### config.mk
export PLATFORM = sky130hd
export DESIGN_NAME = strobe_bank
export DESIGN_NICKNAME = d
export VERILOG_FILES = /design/src/rtl/strobe_bank.sv
export SDC_FILE = /design/constraint.sdc
export NUM_CORES = 1
export LEC_CHECK = 0
export ABC_AREA = 1
export CAP_MARGIN = 20
export CORE_AREA = 2 2 77 79
export CTS_CLUSTER_SIZE = 16
export DETAILED_ROUTE_END_ITERATION = 16
export DIE_AREA = 0 0 79 81
export PLACE_DENSITY = 0.77
export SYNTH_ARGS = -nofsm -noshare
export SYNTH_HDL_FRONTEND = slang
export SYNTH_SLANG_ARGS = --single-unit
### constraint.sdc
create_clock -name clk -period 1.82 [get_ports clk]
set_input_delay 0.182 -clock clk [delete_from_list [all_inputs] [get_ports clk]]
set_output_delay 0.182 -clock clk [all_outputs]
set_load 0.02 [all_outputs]
### src/rtl/strobe_bank.sv
// Multi-channel edge-strobe generator: optional synchroniser, glitch filter,
// per-channel edge-select strobe, sticky pending flag and saturating counter.
module strobe_bank #(
    parameter int CHANNELS           = 4,
    parameter int SYNC_STAGES        = 2,
    parameter int FILTER_LEN         = 1,
    parameter int COUNT_WIDTH        = 8,
    parameter bit STROBE_AFTER_RESET = 1'b0
) (
    input  logic                            clk,
    input  logic                            reset,
    input  logic [CHANNELS-1:0]             in,
    input  logic [2*CHANNELS-1:0]           mode,
    input  logic [CHANNELS-1:0]             clear,
    output logic [CHANNELS-1:0]             out,
    output logic [CHANNELS-1:0]             level,
    output logic [CHANNELS-1:0]             pending,
    output logic [CHANNELS*COUNT_WIDTH-1:0] count
);

    localparam int PW = (SYNC_STAGES > 0) ? $clog2(SYNC_STAGES + 1) : 1;
    localparam int RW = (FILTER_LEN > 1) ? $clog2(FILTER_LEN) : 1;
    localparam logic [RW-1:0]          RUN_LAST  = RW'(FILTER_LEN - 1);
    localparam logic [COUNT_WIDTH-1:0] COUNT_MAX = '1;

    // Shared prime window: holds every channel frozen until its synchroniser
    // has flushed, then lets level load the synchronised value once.
    logic [PW-1:0] prime_cnt;
    logic          primed;
    logic          prime_load;

    assign prime_load = !primed && (prime_cnt == PW'(SYNC_STAGES));

    always_ff @(posedge clk) begin
        if (reset) begin
            prime_cnt <= '0;
            primed    <= 1'b0;
        end else if (!primed) begin
            if (prime_load) begin
                primed <= 1'b1;
            end else begin
                prime_cnt <= prime_cnt + PW'(1);
            end
        end
    end

    for (genvar i = 0; i < CHANNELS; i++) begin : g_ch
        logic          s;
        logic [1:0]    m;
        logic [RW-1:0] run;
        logic          level_q;
        logic          out_q;
        logic          pending_q;
        logic [COUNT_WIDTH-1:0] cnt_q;

        assign m = mode[2*i+1:2*i];

        if (SYNC_STAGES > 0) begin : g_sync
            logic [SYNC_STAGES-1:0] chain;

            always_ff @(posedge clk) begin
                if (reset) begin
                    chain <= '0;
                end else begin
                    chain <= (chain << 1) | SYNC_STAGES'(in[i]);
                end
            end

            assign s = chain[SYNC_STAGES-1];
        end else begin : g_nosync
            assign s = in[i];
        end

        // The initial load behaves as if the prior level were ~s, so the
        // edge direction is simply given by s itself.
        always_ff @(posedge clk) begin
            if (reset) begin
                level_q <= 1'b0;
                out_q   <= 1'b0;
                run     <= '0;
            end else if (prime_load) begin
                level_q <= s;
                run     <= '0;
                out_q   <= STROBE_AFTER_RESET && (s ? m[0] : m[1]);
            end else if (!primed) begin
                out_q <= 1'b0;
            end else begin
                out_q <= 1'b0;
                if (s == level_q) begin
                    run <= '0;
                end else if (run == RUN_LAST) begin
                    level_q <= s;
                    run     <= '0;
                    out_q   <= s ? m[0] : m[1];
                end else begin
                    run <= run + RW'(1);
                end
            end
        end

        // A strobe coinciding with clear wins, so no event is ever lost.
        always_ff @(posedge clk) begin
            if (reset) begin
                pending_q <= 1'b0;
                cnt_q     <= '0;
            end else begin
                pending_q <= out_q | (pending_q & ~clear[i]);
                if (clear[i]) begin
                    cnt_q <= out_q ? COUNT_WIDTH'(1) : '0;
                end else if (out_q && (cnt_q != COUNT_MAX)) begin
                    cnt_q <= cnt_q + COUNT_WIDTH'(1);
                end
            end
        end

        assign out[i]     = out_q;
        assign level[i]   = level_q;
        assign pending[i] = pending_q;
        assign count[COUNT_WIDTH*i +: COUNT_WIDTH] = cnt_q;
    end

endmodule

==> results of run 1 <==
power breakdown:
| group | internal, mW | total [mW] | switching (mW) |
|---|---|---|---|
| Clock | 0.294 | 0.743 | 0.450 |
| Sequential | 1.29 | 1.36 | 0.0659 |
| Combinational | 0.237 | 0.526 | 0.289 |
registers in the layout, indices dropped and copies added, names as in the netlist:
register	flops
g_ch.level_q	4
g_ch.g_sync.chain	8
g_ch.cnt_q	32
g_ch.out_q	4
prime_cnt	2
primed	1
g_ch.pending_q	4
cells in the final DEF, fill, tap and decap left out, types with 3 or more instances in the layout:
cell	count
buf_4	5
nand2_4	7
inv_1	54
o21ai_0	19
dfxtp_1	54
nand4_1	3
xor2_1	3
nand2_2	5
clkbuf_8	5
a211oi_1	4
o211ai_1	3
ha_1	5
nand2_1	62
nor2_1	40
clkdlybuf4s50_1	61
nand3_1	33
a21oi_1	38
metrics by stage:
step	setup slack, ps	util (%)
5_1_grt	130	59.7
6_report	182	59.7
2_1_floorplan	347	-
3_3_place_gp	293	57.9
4_1_cts	28.3	59.7
3_5_place_dp	214	57.9
layer usage:
layer	vias to the layer above	share of wire [%]
li1	1270	-
met1	1076	45
met2	53	49
met3	7	4.6
met4	0	1.1
met5	-	0
cell type report:
class	instances	area, sq um
clock buffer	5	68.8
clock inverter	3	31.3
fill	531	2290
inverter	54	203
multi-input combinational	237	1240
sequential	55	1100
tap	75	93.8
timing repair buffer	66	648
worst min path at each step:
stage	cells past startpoint	from	slack (ps)	end
CTS	3	in[2]	350	g_ch[2].g_sync.chain[0]
finish	3	in[0]	360	g_ch[0].g_sync.chain[0]
detailed placement	2	g_ch[0].g_sync.chain[0]	400	g_ch[0].g_sync.chain[1]
global placement	2	g_ch[0].g_sync.chain[0]	390	g_ch[0].g_sync.chain[1]
global route	3	in[2]	350	g_ch[2].g_sync.chain[0]
floorplan	2	in[0]	290	g_ch[0].g_sync.chain[0]
what timing repair did:
item / 4_1_cts / 5_1_grt
setup endpoints to repair: 0 / 1
hold buffers: 0 / 0
gates resized for setup: 0 / 1
logic make-up (layout without fill, tap and decap cells):
group	Yosys count	count (layout)	share of synthesized area [%]
AOI/OAI and AO/OA	69	69	14.1
adders and majority gates	5	5	2.35
and+or+nand+nor	160	160	29.2
DFF	55	55	41.3
xor gates and xnor gates	3	3	0.986
buffers and inverters	72	128	12.1
==> qor.txt, run 1 <==
Antenna-violating nets left - 0
Least-Margin Pin Slew - 437 ps
Total number of H-tree levels - 2
WHS - 358 ps
Ys async rst share - 0%
CP arrival - 1460 ps
Grt peak-use layer - met2
Largest area contributor in the netlist - dfxtp_1
TritonCTS clock tree - built
Routing usage on met1 - 23.2%
Leak pwr - 1.32 nW
Pin count of the biggest net entering global routing - 21
Gr usage total - 18.5%
Top-count cell post-synth - nand2_1
Num rows - 28
Die Area - 0.00640 sq mm
Non-filler cells, final - 495
EDFF count, synth - 0
Synth unique cells - 29
Largest stage delay, worst path - 660 ps
Slowest-stage cell, CP - clkdlybuf4s50_1
Pre-Repair DR Iteration Count - 4
Status - complete, no violations
Register bit count reported by yosys - 55
Nets - 442
Yosys warnings - 0
Initial antenna violation count - 0
DPL Wire Length - 4.23 mm
Post-CTS setup buffer count - 0
CP startpoint kind - flip-flop
RR Endpoint - g_ch[1].cnt_q[3]
Total CTS buffers - 5
Power, Total - 2.63 mW
Commonest cells in the synthesized netlist - 62 x nand2_1, 55 x dfxtp_1, 54 x inv_1, 40 x nor2_1, 38 x a21oi_1
Critical path, cell by cell - clkdlybuf4s50_1
Design Area, Final - 0.00339 sq mm
Vias - 2406
# IOs - 62
Root buffer cell - clkbuf_8
Post-synth top flop - dfxtp_1
Iter 0 DRT Violations - 104
GP Congestion - 0.802
Setup TNS - 0 ps
Drt total wl - 5.59 mm
Cells on worst reg2reg path - 8
Worst-skew pair later-pin latency - 320 ps
Die Span X - 79 microns
Max-slew headroom - 70.8%
Syn_nets - 387
First-pass GRT wire length - 9.58 mm
N_diodes - 0
Critical path depth - 1
Max-cap violations - 0
Yosys top cell area share - 41.3%
CP top delay family - buffers and inverters
Clock-pin transition on the worst setup and hold timing paths - 110 ps
Crit path kind - reg2out
Post-layout min period - 1640 ps
RSZ-0062 raised after global routing - no
CTS sink count - 55
Final Max Slew Viols - 0
Crit path to - out[1]
WP data required - 1640 ps
Total gr overflow - 0
Worst Skew - 11.1 ps
Final worst path period share - 90.0%
Post-Syn Area - 0.00267 sq mm
Total placed cells including tap cells - 487
Fmax - 610 MHz
Routed length per placed instance - 11.3 microns
Number of remaining DRC errors - 0
Area overhead of the layout relative to synthesis - 27.1%
Crit end category - output pin
Worst hold path type - in2reg
Clock buffer depth - 2
Buffers on Ports - 61
Synth area leaders - dfxtp_1 41%, nand2_1 8.7%, inv_1 7.6%
Core ar. - 0.00568 sq mm
Worst Path Buf+Inv - 1
Placed instance area - 0.00329 sq mm
Worst R2R Start - g_ch[1].cnt_q[0]
Vias in the first global route - 2189
Pwr Density - 776 mW/mm^2
Sequential area share after synthesis - 41.3%
Peak supply drop - 0.541 mV
Final setup violation count - 0
Crit Path Max Fanout - 4
Die Y - 81 microns
Vias per cell - 4.86
Synth Instances - 364
Met2 GRT Util - 31.8%
CP startpoint - g_ch[1].out_q
FF-to-FF setup slack - 310 ps
Met3 GRT Util - 4.67%
Final Hold Viols - 0
Initial core utilization - 47.0%
Average size of a mapped cell - 7.33 sq um
Layout cells sized above 1 - 8.81%
No activity file was read; power rests on OpenSTA's default activity.
==> run 2, diff against run 1 <==
--- a/config.mk
+++ b/config.mk
@@ -12,6 +12,7 @@
 export DETAILED_ROUTE_END_ITERATION = 16
 export DIE_AREA = 0 0 79 81
 export PLACE_DENSITY = 0.77
+export SKIP_LAST_GASP = 1
 export SYNTH_ARGS = -nofsm -noshare
 export SYNTH_HDL_FRONTEND = slang
 export SYNTH_SLANG_ARGS = --single-unit
==> results of run 2 <==
Same layout as run 1: the final DEF is identical, and so are final timing and power.
